$ cat src/rtl/cpu_io_port.sv
// CPU-side I/O peripheral: outbound word FIFO drained over valid/ready, and a
// 2-entry inbound buffer filled over valid/ready and popped by CPU IN reads.
module cpu_io_port #(
    parameter int WIDTH = 16,
    parameter int DEPTH = 4,
    parameter int AW    = 2
) (
    input  logic             clk,
    input  logic             rst,
    input  logic [WIDTH-1:0] cpu_out_data,
    input  logic             cpu_out_we,
    output logic             cpu_out_full,
    output logic [WIDTH-1:0] cpu_in_data,
    output logic             cpu_in_valid,
    input  logic             cpu_in_re,
    output logic [WIDTH-1:0] tx_data,
    output logic             tx_valid,
    input  logic             tx_ready,
    input  logic [WIDTH-1:0] rx_data,
    input  logic             rx_valid,
    output logic             rx_ready,
    output logic             ovf,
    output logic             udf,
    input  logic             clr_err
);

    typedef enum logic [1:0] {
        IN_EMPTY = 2'd0,
        IN_ONE   = 2'd1,
        IN_TWO   = 2'd2
    } in_state_e;

    localparam logic [AW:0] FULL_CNT = (AW+1)'(DEPTH);

    logic [WIDTH-1:0] mem_q [DEPTH];
    logic [AW-1:0]    wr_ptr_q, wr_ptr_d, rd_ptr_q, rd_ptr_d;
    logic [AW:0]      count_q, count_d;
    logic             push_s, pop_s;

    in_state_e        state_q, state_d;
    logic [WIDTH-1:0] slot0_q, slot0_d, slot1_q, slot1_d;
    logic             accept_s, in_pop_s;

    logic             ovf_q, ovf_d, udf_q, udf_d;

    // Full is judged on start-of-cycle count, so a same-cycle pop never rescues a push.
    assign cpu_out_full = (count_q == FULL_CNT);
    assign tx_valid     = (count_q != {(AW+1){1'b0}});
    assign tx_data      = tx_valid ? mem_q[rd_ptr_q] : {WIDTH{1'b0}};
    assign push_s       = cpu_out_we && !cpu_out_full;
    assign pop_s        = tx_valid && tx_ready;

    assign rx_ready     = (state_q != IN_TWO);
    assign cpu_in_valid = (state_q != IN_EMPTY);
    assign cpu_in_data  = cpu_in_valid ? slot0_q : {WIDTH{1'b0}};
    assign accept_s     = rx_valid && rx_ready;
    assign in_pop_s     = cpu_in_re && cpu_in_valid;

    assign ovf = ovf_q;
    assign udf = udf_q;

    // Outbound pointer and occupancy next-state.
    always_comb begin
        wr_ptr_d = wr_ptr_q;
        rd_ptr_d = rd_ptr_q;
        count_d  = count_q;
        if (push_s) begin
            wr_ptr_d = wr_ptr_q + {{(AW-1){1'b0}}, 1'b1};
        end else begin
            wr_ptr_d = wr_ptr_q;
        end
        if (pop_s) begin
            rd_ptr_d = rd_ptr_q + {{(AW-1){1'b0}}, 1'b1};
        end else begin
            rd_ptr_d = rd_ptr_q;
        end
        case ({push_s, pop_s})
            2'b10:   count_d = count_q + {{AW{1'b0}}, 1'b1};
            2'b01:   count_d = count_q - {{AW{1'b0}}, 1'b1};
            default: count_d = count_q;
        endcase
    end

    // Inbound buffer: slot0 is always the head presented to the CPU.
    always_comb begin
        state_d = state_q;
        slot0_d = slot0_q;
        slot1_d = slot1_q;
        case (state_q)
            IN_EMPTY: begin
                if (accept_s) begin
                    state_d = IN_ONE;
                    slot0_d = rx_data;
                end else begin
                    state_d = IN_EMPTY;
                end
            end
            IN_ONE: begin
                if (accept_s && !in_pop_s) begin
                    state_d = IN_TWO;
                    slot1_d = rx_data;
                end else if (in_pop_s && !accept_s) begin
                    state_d = IN_EMPTY;
                end else if (in_pop_s && accept_s) begin
                    slot0_d = rx_data;
                end else begin
                    state_d = IN_ONE;
                end
            end
            IN_TWO: begin
                if (in_pop_s) begin
                    state_d = IN_ONE;
                    slot0_d = slot1_q;
                end else begin
                    state_d = IN_TWO;
                end
            end
            default: state_d = IN_EMPTY;
        endcase
    end

    // Sticky error flags: a fresh error outranks a same-cycle clear.
    always_comb begin
        ovf_d = (clr_err ? 1'b0 : ovf_q) | (cpu_out_we && cpu_out_full);
        udf_d = (clr_err ? 1'b0 : udf_q) | (cpu_in_re && !cpu_in_valid);
    end

    // FIFO storage; contents are don't-care while empty.
    always_ff @(posedge clk) begin
        if (push_s) begin
            mem_q[wr_ptr_q] <= cpu_out_data;
        end
    end

    // Control state registers.
    always_ff @(posedge clk or negedge rst) begin
        if (!rst) begin
            wr_ptr_q <= {AW{1'b0}};
            rd_ptr_q <= {AW{1'b0}};
            count_q  <= {(AW+1){1'b0}};
            state_q  <= IN_EMPTY;
            slot0_q  <= {WIDTH{1'b0}};
            slot1_q  <= {WIDTH{1'b0}};
            ovf_q    <= 1'b0;
            udf_q    <= 1'b0;
        end else begin
            wr_ptr_q <= wr_ptr_d;
            rd_ptr_q <= rd_ptr_d;
            count_q  <= count_d;
            state_q  <= state_d;
            slot0_q  <= slot0_d;
            slot1_q  <= slot1_d;
            ovf_q    <= ovf_d;
            udf_q    <= udf_d;
        end
    end

endmodule

$ cat config.mk
export PLATFORM = sky130hd
export DESIGN_NAME = cpu_io_port
export DESIGN_NICKNAME = d
export VERILOG_FILES = /design/src/rtl/cpu_io_port.sv
export SDC_FILE = /design/constraint.sdc
export NUM_CORES = 1
export LEC_CHECK = 0
export ABC_AREA = 1
export ABC_CLOCK_PERIOD_IN_PS = 2300
export CORE_MARGIN = 2
export CORE_UTILIZATION = 25
export CTS_BUF_LIST = sky130_fd_sc_hd__clkbuf_4 sky130_fd_sc_hd__clkbuf_8
export DETAILED_ROUTE_END_ITERATION = 10
export PLACE_DENSITY = 0.39
export SLEW_MARGIN = 40
export SYNTH_ARGS = -nofsm -noshare
export SYNTH_HDL_FRONTEND = slang
export SYNTH_SLANG_ARGS = --single-unit
$ cat constraint.sdc
create_clock -name clk -period 2.3 [get_ports clk]
set_input_delay 0.69 -clock clk [delete_from_list [all_inputs] [get_ports clk]]
set_output_delay 0.69 -clock clk [all_outputs]
set_load 0.005 [all_outputs]
# Word-level counts from Yosys, hierarchy flattened

Memories as Yosys holds them, arrays and structs flattened.
Cells that the tools add are included.

Register bits: 43
Memories: 1
Bits in writable memories: 64
Input bits: 39
Output and inout bits: 38

Memory list:

| name  | words | bits a word | rd ports | clocked after memory_dff | wr ports | line | RTL |
|---|---|---|---|---|---|---|---|
| mem_q | 4     | 16          | 1        | 0                        | 1        | 35   | `logic [WIDTH-1:0] mem_q [DEPTH];` |

Muxes and demuxes: 19
Equality and inequality tests: 12
Add/subtract/negate cells: 4
Reduce and logical (&&, ||, !) cells: 20
Bitwise operators: 2

Operators by type and width:

| cell                  | number |
|---|---|
| $mux W16              | 7 |
| $pmux W16 S3          | 1 |
| $ne A2 B2 Y1 const B  | 6 |
| $logic_and A1 B1 Y1   | 9 |
| $mux W2               | 4 |
| $pmux W2 S3           | 1 |
| $pmux W3 S2           | 1 |
| $reduce_and A6 Y1     | 1 |
| $reduce_bool A3 Y1    | 2 |
| $mux W1               | 5 |
| $add A2 B1 Y2 const B | 2 |
| $eq A2 B1 Y1 const B  | 2 |
| $eq A2 B2 Y1 const B  | 2 |
| $logic_not A1 Y1      | 4 |
| $ne A4 B4 Y1 const B  | 1 |
| $reduce_bool A2 Y1    | 2 |
| $add A3 B1 Y3 const B | 1 |
| $eq A3 B3 Y1 const B  | 1 |
| $sub A3 B1 Y3 const B | 1 |
| $logic_not A2 Y1      | 1 |
| $or A1 B1 Y1          | 2 |
| $reduce_and A2 Y1     | 1 |

# Longest topological paths before layout

Word-level depth: 7
Gate-level depth with buffers: 12
Depth with buffers taken out: 12

# Worst setup path before layout

OpenSTA, ideal clock, no wires.

Kind: input to register
Start point: in cpu_out_we
End point: mem mem_q[0][0], enable pin
Arrival time: 1.535 ns
Stages: 2
Buffers on the path: 0
Setup slack: 0.376 ns
Library setup time: 0.389 ns
Cell sequence: nand2_1 > nor2_1

Cells in the longest elaborated chain, start to end: 3

RTL lines:

| element                       | line | RTL |
|---|---|---|
| start: declaration            | 11   | `input logic cpu_out_we,` |
| $logic_and A1 B1 Y1           | 50   | `assign push_s = cpu_out_we && !cpu_out_full;` |
| $mux W1                       | 130  | `if (push_s) begin` |
| $mux W1 (not written as such) | 131  | `mem_q[wr_ptr_q] <= cpu_out_data;` |
| end: declaration              | 35   |  |

Every way passes these cells.

# Worst setup path in the final report

Start point: reg state_q[0]
End point: out cpu_in_data[13]

Cells in the longest elaborated chain, start to end: 2

RTL lines:

| element                  | line | RTL |
|---|---|---|
| start: declaration       | 40   | `in_state_e state_q, state_d;` |
| start signal: assignment | 150  | `state_q <= state_d;` |
| $reduce_bool A2 Y1       | 54   | `assign cpu_in_valid = (state_q != IN_EMPTY);` |
| $mux W16                 | 55   | `assign cpu_in_data = cpu_in_valid ? slot0_q : {WIDTH{1'b0}};` |
| end: declaration         | 13   | `output logic [WIDTH-1:0] cpu_in_data,` |

Every way passes these cells.

==> flow_summary.ini <==
[power]
ir_drop_uv = 439
power_leakage_nw = 3.15
p_int_mw = 4.36
p_clk_share_pct = 17.2
powerDensity_mw_per_mm2 = 1050
switching_share_pct = 36.7
p_switching_mw = 2.52
seqPwrFrac_pct = 39.8
p_comb_share_pct = 42.9
power_mw = 6.88

[floorplanning]
dieArea_sq_mm = 0.0210
pin_count = 77
die_h_um = 145
core_area_sq_mm = 0.0195
initial_utilization_pct = 25.5
die_w_um = 145
rows = 51

[sta]
maxSlewViolCount = 0
timing.fmax_mhz = 446
finalSetupTns_ns = 0
layout_setup_ws_ns = 0.0568
finClkSkew_ns = 0.0121
rsz0062_at_grt = yes
finalCritPeriodShare_pct = 97.5
final_hold_viol_count = 0
worstMarginPinSlew_ns = 0.473
setup_violations = 0
slew_headroom_pct = 68.4
period_needed_ns = 2.24
whs_ns = 0.239

[final_layout]
seq_area_sq_mm = 0.00300
layoutNonFillerInstCount = 931
fin_nets = 706
syn_to_final_growth_pct = 32.8
multiInputGateArea_sq_mm = 0.00150
final_common_cell = nand2_1
antenna_cells = 0
fillCellCount = 2058
final_area_sq_mm = 0.00659
final_util_pct = 33.8
final_cell_mix = nand2_1 (160), inv_1 (112), nand3_1 (66)
layout-drive-gt1-share_pct = 17.9

[outcome]
status = completed

[place]
io_buffers = 76
hpwl_um = 8240
place_ws_ns = -0.0890
placedCellCount = 903
gp_congestion = 0.724
postPlaceCellArea_sq_mm = 0.00625

[global_routing]
grt_max_degree = 33
first_global_vias = 3676
grt_pass1_wl_um = 19300
antenna_found_initial = 0
grt_overflow = 0
track_usage_pct = 12.1

[clock_tree]
clk_latency_ns = 0.39
clock_sinks = 107
htreeDepth = 3
clkTransAtPathRegs_ns = 0.11
cts_made_buffers = 9
cts-root-buf = clkbuf_8
cts-hold-fix-buffers = 0
cts.path.max_buffers = 2
cts_tree = done

[drt]
dr.pass1.iters = 4
antenna_left = 0
drt_iter0_drc = 166
drc_errors = 0
vias = 3743
route.detailed.wl_per_inst_um = 13.0
routed_wl_um = 12100
viasPerCell = 4.02

[worst_setup_path]
r2r-start = count_q[1]$_DFFE_PN0P_
end_kind = primary output
critical_path.startpoint_type = flip-flop
critPathKind = flip-flop to primary output
critical_path.max_stage_delay_ns = 0.41
cp_data_required_time_ns = 1.61
r2r_end = count_q[2]$_DFFE_PN0P_
path_cells = inv_4, nand2_4, clkinvlp_4, buf_6, buf_12, nor2_4, buf_2
cp-startpoint = state_q[0]$_DFFE_PN0P_
cp.arrival_ns = 1.55
cpMaxStageDelayCell = dfrtp_1
r2r_cells = 11
cp_max_fo = 5
ff2ff_setup_slack_ns = 0.45

[logic_synthesis]
synth.distinct_cells = 24
synth-seq-cells = 107
syn-instance-count = 552
ys_warn_count = 0
avgSynthCellArea_sq_um = 8.99
syn_area_sq_mm = 0.00496
ys_seq_area_share_pct = 60.4
syn_nets = 597

[worst_hold_path]
hold_path_class = input port to async pin

[job]
drv_cap = 0
power groups by stage:
stage	logic (mW)	registers, mW	clock network [mW]
2_1_floorplan	1.48	2.73	0
3_3_place_gp	2.97	2.76	0
3_5_place_dp	3.00	2.77	0
4_1_cts	3.06	2.74	1.25
5_1_grt	3.31	2.79	1.31
6_report	2.96	2.74	1.19
worst max path at each step:
stage,to,cells past startpoint
2_1_floorplan,mem_q[0][0]$_DFFE_PP_,2
3_3_place_gp,count_q[2]$_DFFE_PN0P_,10
3_5_place_dp,count_q[2]$_DFFE_PN0P_,10
4_1_cts,cpu_in_data[14],8
5_1_grt,cpu_in_data[13],7
6_report,cpu_in_data[13],7
layout make-up:
| class | count | share of cell area [%] |
|---|---|---|
| clock buffer | 9 | 1.88 |
| clock inverter | 7 | 1.14 |
| inverter | 119 | 6.95 |
| multi-input combinational | 304 | 22.8 |
| sequential | 107 | 45.5 |
| tap | 265 | 5.03 |
| timing repair buffer | 120 | 16.6 |
logic make-up after synthesis:
family | after synthesis | synth area share [%]
simple gates | 258 | 22.2
buf+inv | 141 | 11.5
flops | 107 | 60.4
compound gates | 38 | 3.91
fa+ha+maj | 6 | 1.66
xor+xnor | 2 | 0.353
Yosys cell counts:
| cell type | instances | share of area, % |
|---|---|---|
| o21ai_1 | 3 | 0.30 |
| nand2_2 | 1 | 0.13 |
| edfxtp_1 | 64 | 39 |
| nand3_1 | 70 | 7.1 |
| inv_4 | 2 | 0.25 |
| o22ai_1 | 1 | 0.13 |
| buf_6 | 1 | 0.23 |
| buf_4 | 3 | 0.45 |
| buf_2 | 13 | 1.3 |
| nand4_2 | 1 | 0.25 |
| clkbuf_1 | 4 | 0.30 |
| inv_1 | 117 | 8.9 |
| ha_1 | 5 | 1.3 |
| o21ai_0 | 16 | 1.6 |
| a21oi_1 | 17 | 1.7 |
| dfrtp_1 | 43 | 22 |
| o31ai_1 | 1 | 0.15 |
| nand2_4 | 4 | 0.91 |
| nand4_1 | 1 | 0.13 |
| xnor2_1 | 2 | 0.35 |
| nor2_1 | 20 | 1.5 |
| nand2_1 | 161 | 12 |
| buf_1 | 1 | 0.076 |
| fa_1 | 1 | 0.40 |
flip-flops by register name, summed over array words and instances (netlist names):
signal    flops
count_q       3
mem_q        64
ovf           1
rd_ptr_q      2
slot0_q      16
slot1_q      16
state_q       2
udf           1
wr_ptr_q      2
what timing repair did:
item                                    4_1_cts  5_1_grt
pin swaps                                     6        8
buffers inserted                             11        4
endpoints found under the setup margin       34       29
resized for setup                           123       41
critical path: cells and delay by family (launching register included):
kind                   cells  cell delay (ns)
buffers and inverters      5             0.57
DFF                        1             0.41
and+or+nand+nor            2             0.17
metal layers:
layer	wire length [um]	GRT usage (%)	up-vias
li1	-	-	1926
met1	5510	14.9	1726
met2	5870	21.2	82
met3	554	3.03	9
met4	136	3.37	0
met5	0	0	-
(Power assumes the default switching activity.)
